**config.mk**
```make
export PLATFORM = sky130hd
export DESIGN_NAME = bp_clint_slice
export DESIGN_NICKNAME = d
export VERILOG_FILES = /design/src/rtl/bp_clint_slice.sv
export SDC_FILE = /design/constraint.sdc
export NUM_CORES = 1
export LEC_CHECK = 0
export CAP_MARGIN = 10
export CORE_MARGIN = 2
export CORE_UTILIZATION = 54
export CTS_CLUSTER_DIAMETER = 60
export CTS_CLUSTER_SIZE = 8
export DETAILED_ROUTE_END_ITERATION = 6
export GPL_TIMING_DRIVEN = 1
export PLACE_DENSITY_LB_ADDON = 0.08
export SYNTH_ARGS = -nofsm -noshare
export SYNTH_HDL_FRONTEND = slang
export SYNTH_SLANG_ARGS = --single-unit
```
**constraint.sdc**
```tcl
create_clock -name clk_i -period 5.1 [get_ports clk_i]
set_input_delay 0.51 -clock clk_i [delete_from_list [all_inputs] [get_ports clk_i]]
set_output_delay 0.51 -clock clk_i [all_outputs]
set_load 0.03 [all_outputs]
```
**src/rtl/bp_clint_slice.sv**
```systemverilog
// Core-local interruptor for one hart: mipi, mtimecmp and mtime behind a
// single-outstanding command/response port, driving software and timer interrupts.
module bp_clint_slice #(
    parameter int paddr_width_p = 56,
    parameter int mtime_div_p   = 8
) (
    input  logic                     clk_i,
    input  logic                     reset_i,
    input  logic                     cmd_v_i,
    output logic                     cmd_ready_o,
    input  logic                     cmd_w_i,
    input  logic [paddr_width_p-1:0] cmd_addr_i,
    input  logic [63:0]              cmd_data_i,
    output logic                     resp_v_o,
    input  logic                     resp_yumi_i,
    output logic [63:0]              resp_data_o,
    output logic                     resp_err_o,
    output logic                     software_irq_o,
    output logic                     timer_irq_o
);

    localparam logic [paddr_width_p-1:0] mipi_addr_lp     = paddr_width_p'(32'h0030_0000);
    localparam logic [paddr_width_p-1:0] mtimecmp_addr_lp = paddr_width_p'(32'h0030_4000);
    localparam logic [paddr_width_p-1:0] mtime_addr_lp    = paddr_width_p'(32'h0030_bff8);
    localparam logic [7:0]               presc_max_lp     = 8'(mtime_div_p - 1);

    typedef enum logic {
        eReady = 1'b0,
        eResp  = 1'b1
    } state_e;

    state_e      state_q, state_d;
    logic        cmd_ready_q, cmd_ready_d;
    logic        resp_v_q, resp_v_d;
    logic [63:0] resp_data_q, resp_data_d;
    logic        resp_err_q, resp_err_d;
    logic        mipi_q, mipi_d;
    logic [63:0] mtimecmp_q, mtimecmp_d;
    logic [63:0] mtime_q, mtime_d;
    logic [7:0]  presc_q, presc_d;
    logic        sw_irq_q, sw_irq_d;
    logic        timer_irq_q, timer_irq_d;

    logic        accept;
    logic        wrap;
    logic        hit_mipi, hit_mtimecmp, hit_mtime, hit_any;
    logic [63:0] rdata;

    always_comb begin
        state_d     = state_q;
        resp_v_d    = resp_v_q;
        resp_data_d = resp_data_q;
        resp_err_d  = resp_err_q;
        mipi_d      = mipi_q;
        mtimecmp_d  = mtimecmp_q;

        accept       = cmd_v_i && (state_q == eReady);
        hit_mipi     = (cmd_addr_i == mipi_addr_lp);
        hit_mtimecmp = (cmd_addr_i == mtimecmp_addr_lp);
        hit_mtime    = (cmd_addr_i == mtime_addr_lp);
        hit_any      = hit_mipi || hit_mtimecmp || hit_mtime;

        rdata = 64'd0;
        if (hit_mipi)     rdata = {63'd0, mipi_q};
        if (hit_mtimecmp) rdata = mtimecmp_q;
        if (hit_mtime)    rdata = mtime_q;

        wrap    = (presc_q == presc_max_lp);
        presc_d = wrap ? 8'd0 : presc_q + 8'd1;
        mtime_d = wrap ? mtime_q + 64'd1 : mtime_q;

        // Reads capture pre-increment state; an mtime write overrides a coincident tick.
        case (state_q)
            eReady: begin
                if (accept) begin
                    state_d     = eResp;
                    resp_v_d    = 1'b1;
                    resp_err_d  = !hit_any;
                    resp_data_d = (!cmd_w_i && hit_any) ? rdata : 64'd0;
                    if (cmd_w_i && hit_mipi)     mipi_d     = cmd_data_i[0];
                    if (cmd_w_i && hit_mtimecmp) mtimecmp_d = cmd_data_i;
                    if (cmd_w_i && hit_mtime)    mtime_d    = cmd_data_i;
                end
            end
            eResp: begin
                if (resp_yumi_i) begin
                    state_d     = eReady;
                    resp_v_d    = 1'b0;
                    resp_data_d = 64'd0;
                    resp_err_d  = 1'b0;
                end
            end
            default: state_d = eReady;
        endcase

        cmd_ready_d = (state_d == eReady);
        timer_irq_d = (mtime_d >= mtimecmp_d);
        sw_irq_d    = mipi_d;
    end

    always_ff @(posedge clk_i) begin
        if (reset_i) begin
            state_q     <= eReady;
            cmd_ready_q <= 1'b1;
            resp_v_q    <= 1'b0;
            resp_data_q <= 64'd0;
            resp_err_q  <= 1'b0;
            mipi_q      <= 1'b0;
            mtimecmp_q  <= 64'hFFFF_FFFF_FFFF_FFFF;
            mtime_q     <= 64'd0;
            presc_q     <= 8'd0;
            sw_irq_q    <= 1'b0;
            timer_irq_q <= 1'b0;
        end else begin
            state_q     <= state_d;
            cmd_ready_q <= cmd_ready_d;
            resp_v_q    <= resp_v_d;
            resp_data_q <= resp_data_d;
            resp_err_q  <= resp_err_d;
            mipi_q      <= mipi_d;
            mtimecmp_q  <= mtimecmp_d;
            mtime_q     <= mtime_d;
            presc_q     <= presc_d;
            sw_irq_q    <= sw_irq_d;
            timer_irq_q <= timer_irq_d;
        end
    end

    assign cmd_ready_o    = cmd_ready_q;
    assign resp_v_o       = resp_v_q;
    assign resp_data_o    = resp_data_q;
    assign resp_err_o     = resp_err_q;
    assign software_irq_o = sw_irq_q;
    assign timer_irq_o    = timer_irq_q;

endmodule

```
Word level (Yosys, flattened, before mapping). Index checks and enable logic that the tools add are counted.

Magnitude comparators: 1. Bitwise gates (word level): 2. $add $sub $neg: 2. Equal/unequal tests: 6. Mux-type cells: 22. Reductions and logical operators: 12.

Operators with widths (number): 64-bit two-way mux (12); 56-bit by 22-bit equality test with 1-bit output (second input constant) (3); 64-bit one-hot mux with 2 select lines (1); 64-bit by 1-bit adder with 64-bit output (second input constant) (1); 64-bit >= comparator (1); 8-bit by 1-bit adder with 8-bit output (second input constant) (1); 8-bit by 3-bit equality test with 1-bit output (second input constant) (1); 1-bit two-way mux (6); 1-bit one-hot mux with 2 select lines (3); 1-bit logical AND (5); 2-bit != test (second input constant) (2); 3-bit AND reduction (1); 1-bit zero test (2); 1-bit logical OR (2); 1-bit NOT (2); 2-bit AND reduction (1); 2-bit OR reduction (1).

Register bits after elaboration: 206. Input bits: 125. Word-level logic and storage cells: 55.

Depth between registers and ports, before layout. Gate-level depths: netlist (run 1).

Depth after elaboration: 7. Mapped depth: 15. Gate-level depth less buffers: 14.

Worst setup path after synthesis (run 1). Ideal clock, no wire load.

Path kind: input to register. Start point: input cmd_addr_i[11]. End point: register timer_irq_q, in the netlist timer_irq_o. Data required time: 4.967 ns. Arrival: 3.809 ns. Setup slack: 1.158 ns. Stages: 14. Cells stage by stage: or4_1 -> nor4_2 -> nor4b_4 -> nand3_1 -> buf_2 -> buf_2 -> mux2i_1 -> ha_1 -> and2_1 -> a221o_1 -> a221oi_1 -> a31oi_1 -> a2111oi_0 -> o41ai_1.

Cells in the longest elaborated chain, start to end: 6. Elaborated cells on any way between the ends: 11.

Ends and longest elaborated chain: from (decl) (RTL line 12) `input logic [paddr_width_p-1:0] cmd_addr_i,`; 56-bit by 22-bit equality test with 1-bit output (on tied branches) (RTL line 60, 59); 1-bit logical AND (on tied branches) (RTL line 82, 81); 64-bit two-way mux (on tied branches) (RTL line 82, 81); 64-bit two-way mux (RTL line 75) `if (accept) begin`; 64-bit two-way mux (RTL line 73) `case (state_q)`; 64-bit >= comparator (*) (RTL line 97) `timer_irq_d = (mtime_d >= mtimecmp_d);`; to (signal assigned) (RTL line 125) `timer_irq_q <= timer_irq_d;`; to (decl) (RTL line 42) `logic timer_irq_q, timer_irq_d;`.

Mark *: on every way between the ends. The rest lies on a longest branch, timed or not. A chain may end at the register's enable or synchronous reset.

Worst setup path after layout (run 1).
Start point: register mtime_q[11]. End point: register timer_irq_q, in the netlist timer_irq_o.

Cells in the longest elaborated chain, start to end: 6.

Ends and longest elaborated chain: from (decl) (RTL line 39) `logic [63:0] mtime_q, mtime_d;`; from (signal assigned) (RTL line 122) `mtime_q <= mtime_d;`; 64-bit by 1-bit adder with 64-bit output (*) (RTL line 70) `mtime_d = wrap ? mtime_q + 64'd1 : mtime_q;`; 64-bit two-way mux (*) (RTL line 70); 64-bit two-way mux (RTL line 82) `if (cmd_w_i && hit_mtime) mtime_d = cmd_data_i;`; 64-bit two-way mux (RTL line 75); 64-bit two-way mux (*) (RTL line 73); via mtime_d[22] (RTL line 39); 64-bit >= comparator (*) (RTL line 97).

Mark *: on every way through the listed nets, which the timed path passes. The rest lies on a longest branch.

==> results of run 1 <==
[final cells by class]
type | count | area [um2]
fill | 1723 | 6190
multi-input combinational | 980 | 6530
inverter | 18 | 67.6
tap | 270 | 338
clock buffer | 30 | 739
timing repair buffer | 221 | 2180
sequential | 206 | 4120
[metrics by stage]
step           worst slack, ns  power, W   util
2_1_floorplan             1.16   0.00170      -
3_3_place_gp            0.0689   0.00183  0.656
3_5_place_dp            0.0173   0.00183  0.656
4_1_cts                  0.514   0.00347  0.693
5_1_grt                  0.274   0.00354  0.693
6_report                 0.543   0.00344  0.693
[power breakdown]
| part | leakage [nW] | total [W] | switching [W] | internal [W] |
|---|---|---|---|---|
| combinational | 3.38 | 0.000177 | 0.0000711 | 0.000106 |
| sequential | 1.66 | 0.00162 | 0.00000331 | 0.00162 |
| clock | 0.365 | 0.00164 | 0.000645 | 0.000999 |
[routing by layer]
| metal | GRT usage | up-vias | share of wire |
|---|---|---|---|
| met1 | 0.375 | 4828 | 0.45 |
| li1 | - | 5041 | - |
| met4 | 0.0736 | 0 | 0.022 |
| met2 | 0.468 | 330 | 0.47 |
| met5 | 0 | - | 0 |
| met3 | 0.0422 | 52 | 0.063 |
[registers in the layout, indices dropped and copies added (netlist names)]
register	cells
mtime_q	64
resp_v_o	1
presc_q	8
cmd_ready_o	1
state_q	1
software_irq_o	1
timer_irq_o	1
mtimecmp_q	64
resp_data_o	64
resp_err_o	1
[cell usage after synthesis, drive strengths merged, types with 19 or more instances]
cell / n
dfxtp: 206
nor2: 116
nand2: 108
o21ai: 75
mux2i: 67
nand2b: 67
ha: 66
a22oi: 65
clkbuf: 65
a21oi: 60
nor3: 60
a211oi: 40
nor4: 40
xnor2: 40
nand3: 30
nand4: 26
buf: 19
[critical path, stage by stage (launching register included)]
cell and delay, ns:
dfxtp_1 0.44, nand3_2 0.14, or4_1 0.68, nor4_1 0.52
and3_1 0.25, xnor2_1 0.16, a21oi_1 0.11, ha_1 0.29
and2_1 0.17, a221o_1 0.34, a221oi_1 0.27, a31oi_1 0.12
a2111oi_0 0.77, o41ai_1 0.15
[worst min-delay path by stage]
stage	start	to	slack [ns]	depth (start not counted)
3_3_place_gp	resp_data_o[0]$_SDFFE_PP0P_	resp_data_o[0]$_SDFFE_PP0P_	0.43	2
6_report	reset_i	presc_q[2]$_SDFF_PP0_	0.42	2
3_5_place_dp	resp_data_o[26]$_SDFFE_PP0P_	resp_data_o[26]$_SDFFE_PP0P_	0.44	2
2_1_floorplan	presc_q[0]$_SDFF_PP0_	presc_q[0]$_SDFF_PP0_	0.42	1
4_1_cts	reset_i	presc_q[2]$_SDFF_PP0_	0.41	2
5_1_grt	reset_i	presc_q[2]$_SDFF_PP0_	0.45	2
[kinds of logic (layout without fill, tap and decap cells)]
kind of cell / after synthesis / count (layout) / synth area share
and+or+nand+nor: 516 / 516 / 0.248
AOI/OAI and AO/OA: 278 / 278 / 0.163
DFF: 206 / 206 / 0.374
buffers and inverters: 102 / 269 / 0.0369
muxes: 69 / 69 / 0.0629
adders and majority gates: 66 / 66 / 0.0749
xor gates and xnor gates: 51 / 51 / 0.0405
[cell usage in the layout, fill, tap and decap left out, drive strengths merged, types with 9 or more instances in the layout]
| master | synthesis | routed |
|---|---|---|
| a211oi | 40 | 40 |
| a21oi | 60 | 60 |
| a22oi | 65 | 65 |
| and3 | 15 | 15 |
| and4 | 12 | 12 |
| buf | 19 | 29 |
| clkbuf | 65 | 30 |
| clkdlybuf4s50 | 0 | 192 |
| dfxtp | 206 | 206 |
| ha | 66 | 66 |
| inv | 18 | 18 |
| mux2i | 67 | 67 |
| nand2 | 108 | 108 |
| nand2b | 67 | 67 |
| nand3 | 30 | 30 |
| nand4 | 26 | 26 |
| nor2 | 116 | 116 |
| nor3 | 60 | 60 |
| nor4 | 40 | 40 |
| o21ai | 75 | 75 |
| or4 | 9 | 9 |
| xnor2 | 40 | 40 |
| xor2 | 11 | 11 |
==> impl_metrics.yaml, run 1 <==
run_status:
  status: "complete, no violations"
placed_design:
  hpwl_mm: 21.3
  io_buffers: 193
  place_area_um2: 13200
  gp_congestion: 0.864
  place_inst: 1695
global_route:
  grt_overflow: 0
  grtUsageTotal: 0.278
  antenna_found_initial: 0
  grt_pass1_vias: 9864
  grt_pass1_wl_mm: 49.7
  grt_max_degree: 102
run:
  max_cap_viol_count: 0
critical_path:
  ff2ff_path_depth: 13
  startpoint: "mtime_q[11]$_SDFF_PP0_"
  r2r_slack_ns: 0.54
  crit_end: "timer_irq_o$_SDFF_PP0_"
  cp.arrival_ns: 4.94
  worst_setup_path_end_kind: "flip-flop"
  worstSetupPathType: "reg2reg"
  critical_path.startpoint_type: "flip-flop"
  critPathMaxFanout: 8
  r2r-end: "timer_irq_o$_SDFF_PP0_"
  reg2reg_from: "mtime_q[11]$_SDFF_PP0_"
  required_ns: 5.48
floorplanning:
  die-height_um: 147
  dieWidth_um: 147
  rows: 52
  start_util: 0.547
  core_area_um2: 20200
  ioPinCount: 194
  die_area_um2: 21600
timing:
  max_freq_ghz: 0.219
  fin_setup_tns_ns: 0
  max_slew_margin: 0.331
  rsz0062_at_grt: "no"
  fin_hold_ws_ns: 0.418
  finalCritPeriodShare: 0.894
  worst_pin_slew_ns: 1.00
  slew_viol_final: 0
  fin_skew_ns: 0.0120
  setup_viol: 0
  hold_violations: 0
  period_minus_slack_ns: 4.56
clocking:
  clock-root-buffer: "clkbuf_16"
  htree_num_levels: 1
  tritoncts: "yes"
  cts_buffers: 29
  cts_sinks: 206
  clk_latency_ns: 0.53
  post_cts_resized: 0
  postCtsSetupRepairBufs: 0
  postCtsHoldBufs: 0
  clk_pin_slew_ns: 0.05
  cts_buffer_depth: 3
logic_synthesis:
  ys_ff_latch: 206
  ys_warn_count: 0
  synth_edf_count: 0
  synthDistinctLibCells: 59
  synth_top_area_frac: 0.374
  syn_nets: 1479
  syn-instance-count: 1288
  ys_top_cells_by_area: "dfxtp_1, ha_1, mux2i_1, a22oi_1, nor2_1"
  synthFlopType: "dfxtp_1"
  ys_async_sr_fraction: 0
  syn_area_per_cell_um2: 8.56
  syn_area_um2: 11000
  yosysSeqAreaShare: 0.374
  yosysTopAreaCell: "dfxtp_1"
power:
  p_per_area_nw_per_um2: 246
  leakagePower_nw: 5.41
  ir_drop_v: 0.000221
route:
  drc: 0
  drt_iter0_drc: 663
  finalWirelength_mm: 30.6
  drtAntennaViolNets: 0
  dr.pass1.iters: 5
  vias: 10300
  viasPerCell: 5.94
  wl_per_cell_um: 17.8
cells_and_area:
  area_delta_synth_final_pct: 26.8
  nets: 1647
  diodes: 0
  drive_above_1_share: 0.0598
  postLayoutCellArea_um2: 14000
  fin_cells: 1725
min_path:
  hp-class: "in2reg"
Power figures use the tool's default switching activity.
==> run 2, diff against run 1 <==
--- a/config.mk
+++ b/config.mk
@@ -6,7 +6,7 @@
 export NUM_CORES = 1
 export LEC_CHECK = 0
 export CAP_MARGIN = 10
-export CORE_MARGIN = 2
+export CORE_MARGIN = 10
 export CORE_UTILIZATION = 54
 export CTS_CLUSTER_DIAMETER = 60
 export CTS_CLUSTER_SIZE = 8
==> run 2 against run 1 <==
Sequential power about the same. Critical endpoint unchanged. Non-clock buffer count increased by 8. Critical path depth increased by 1. Largest cell class unchanged. Maximum frequency decreased by 1.9%. Via count about the same. Flip-flop and latch count unchanged. Combinational power about the same. Setup slack got worse by 0.086 ns. Clock power about the same. Hold slack improved by 0.024 ns. Register-to-register slack got worse by 0.09 ns. Wire length increased by 6.8%. Critical path type is now in2reg.
==> impl_metrics.yaml, run 2 (synthesis results as in run 1) <==
global_route:
  met3_usage: 0.0346
  grtUsageMet2: 0.408
  grt_pass1_vias: 10100
  use_met1: 0.311
  top_usage_layer: "met2"
  grt_overflow: 0
  grt_pass1_wl_mm: 52.8
  grt_max_degree: 92
  antenna_found_initial: 0
  grtUsageTotal: 0.238
route:
  drc: 0
  wl_per_cell_um: 18.9
  drt_iter0_drc: 776
  viasPerCell: 5.91
  finalWirelength_mm: 32.7
  drtAntennaViolNets: 0
  dr.pass1.iters: 5
  vias: 10200
placed_design:
  io_buffers: 193
  pre_cts_ws_ns: -0.358
  gp_congestion: 0.874
  hpwl_mm: 23.7
timing:
  worst_pin_slew_ns: 0.939
  finalCritPeriodShare: 0.911
  max_freq_ghz: 0.215
  setup_slack_ns: 0.456
  setup_viol: 0
  hold_violations: 0
  period_minus_slack_ns: 4.64
  rsz0062_at_grt: "no"
  slew_viol_final: 0
  max_slew_margin: 0.374
  fin_skew_ns: 0.0194
critical_path:
  worst_setup_path_end_kind: "flip-flop"
  crit_chain: "clkdlybuf4s50_1 > or4_1 > nor4_2 > nor4b_4 > nand3_4 > buf_4 > mux2i_1 > ha_1 > and2_1 > a221o_1 > a221oi_1 > a31oi_1 > a2111oi_1 > o41ai_1"
  required_ns: 5.49
  cp.arrival_ns: 5.03
  critPathBufInv: 2
  crit_family: "simple AND/OR/NAND/NOR gates"
  slowest_delay_ns: 0.79
  critical_path.startpoint_type: "primary input"
  slowest_stage: "a2111oi_1"
  critPathMaxFanout: 8
  worstSetupPathType: "in2reg"
clocking:
  clock-root-buffer: "clkbuf_16"
  htree_num_levels: 1
  cts_buffer_depth: 3
  tritoncts: "yes"
  clk_latency_ns: 0.54
  cts_buffers: 29
  cts_sinks: 206
  clk_pin_slew_ns: 0.05
cells_and_area:
  mostFrequentLayoutCell: "dfxtp_1"
  area_delta_synth_final_pct: 27.3
  final_cell_mix: "dfxtp_1, clkdlybuf4s50_1, nor2_1"
  n_fill_cell: 1706
  diodes: 0
  utilization: 0.696
  drive_above_1_share: 0.0656
  nets: 1655
min_path:
  hp-class: "reg2reg"
run:
  max_cap_viol_count: 0
power:
  ir_drop_v: 0.000243
  clock_power_share: 0.481
  leakagePower_nw: 5.44
  swShare: 0.214
  power_switching_w: 0.000741
  p_seq_frac: 0.468
  comb_power_share: 0.051
  p_int_w: 0.00273
  p_per_area_nw_per_um2: 247
run_status:
  status: "complete, no violations"
floorplanning:
  start_util: 0.547
  die-height_um: 163
  dieWidth_um: 163
  rows: 52
  ioPinCount: 194
  die_area_um2: 26500
  core_area_um2: 20200
==> run 2: changes by cell type in the layout (fill, tap and decap cells not counted) <==
| cell | previous run | this run |
|---|---|---|
| buf_4 | 26 | 35 |
| a2111oi_0 | 2 | 1 |
| a2111oi_1 | 0 | 1 |
| and2_2 | 1 | 2 |
| and2_4 | 1 | 0 |
| buf_12 | 3 | 2 |
| inv_6 | 0 | 1 |
==> run 2: area by class of cell <==
| cell class | count | area (um2) | share of cell area |
|---|---|---|---|
| clock buffers | 30 | 739 | 0.0527 |
| well taps | 270 | 338 | 0.0241 |
| flip-flops and latches | 206 | 4120 | 0.294 |
| multi-input cells | 980 | 6530 | 0.466 |
| repair buffers | 229 | 2220 | 0.158 |
| inverters | 18 | 67.6 | 0.00481 |
| clock inverters | 1 | 8.76 | 0.000624 |
==> run 2: worst paths after layout <==
path / slack [ns] / from / cells after the start / to
worst max-delay path: 0.46 / cmd_addr_i[11] / 14 / timer_irq_o$_SDFF_PP0_
worst min-delay path: 0.44 / resp_data_o[55]$_SDFFE_PP0P_ / 2 / resp_data_o[55]$_SDFFE_PP0P_
worst max register to register: 0.46 / mtime_q[21]$_SDFF_PP0_ / 13 / timer_irq_o$_SDFF_PP0_
worst min register to register: 0.44 / resp_data_o[55]$_SDFFE_PP0P_ / 2 / resp_data_o[55]$_SDFFE_PP0P_
==> run 2: power groups by stage <==
stage | sequential, W | combinational (W) | clock (W)
2_1_floorplan | 0.00166 | 0.0000446 | 0
3_3_place_gp | 0.00165 | 0.000175 | 0
3_5_place_dp | 0.00165 | 0.000176 | 0
4_1_cts | 0.00162 | 0.000177 | 0.00170
5_1_grt | 0.00162 | 0.000188 | 0.00175
6_report | 0.00162 | 0.000178 | 0.00167
==> run 2: routing by layer <==
layer,wire [um],vias to the layer above
met3,1720,51
met5,0,-
met2,15800,276
met1,14600,4854
met4,565,0
li1,-,5063
==> run 2: what timing repair did <==
action                                  CTS  global route
endpoints found under the setup margin    0             1
setup buffers                             0             0
hold buffers                              0             0
gates resized for setup                   0             1
==> run 2: through the flow <==
stage / hold WS [ns] / power, W / instance area, um2 / cells / setup TNS, ns
3_5_place_dp: 0.441 / 0.00183 / 13300 / 1703 / -0.358
3_3_place_gp: 0.435 / 0.00183 / 13300 / 1703 / -0.360
4_1_cts: 0.442 / 0.00349 / 14000 / 1734 / 0
2_1_floorplan: 0.425 / 0.00170 / 11000 / 1288 / 0
6_report: 0.442 / 0.00347 / 14000 / 1734 / 0
5_1_grt: 0.470 / 0.00356 / 14000 / 1734 / 0
==> run 2: worst reg2reg max path, cell delays in order (launching register included) <==
cell	delay (ns)
dfxtp_1	0.41
nand4_1	0.23
nor4_2	0.65
nand2_1	0.32
or2_0	0.47
o311a_1	0.44
nor2_1	0.14
ha_1	0.25
a21oi_1	0.11
o21ai_0	0.17
a211oi_1	0.21
nor2_1	0.12
a2111oi_1	0.83
o41ai_1	0.15
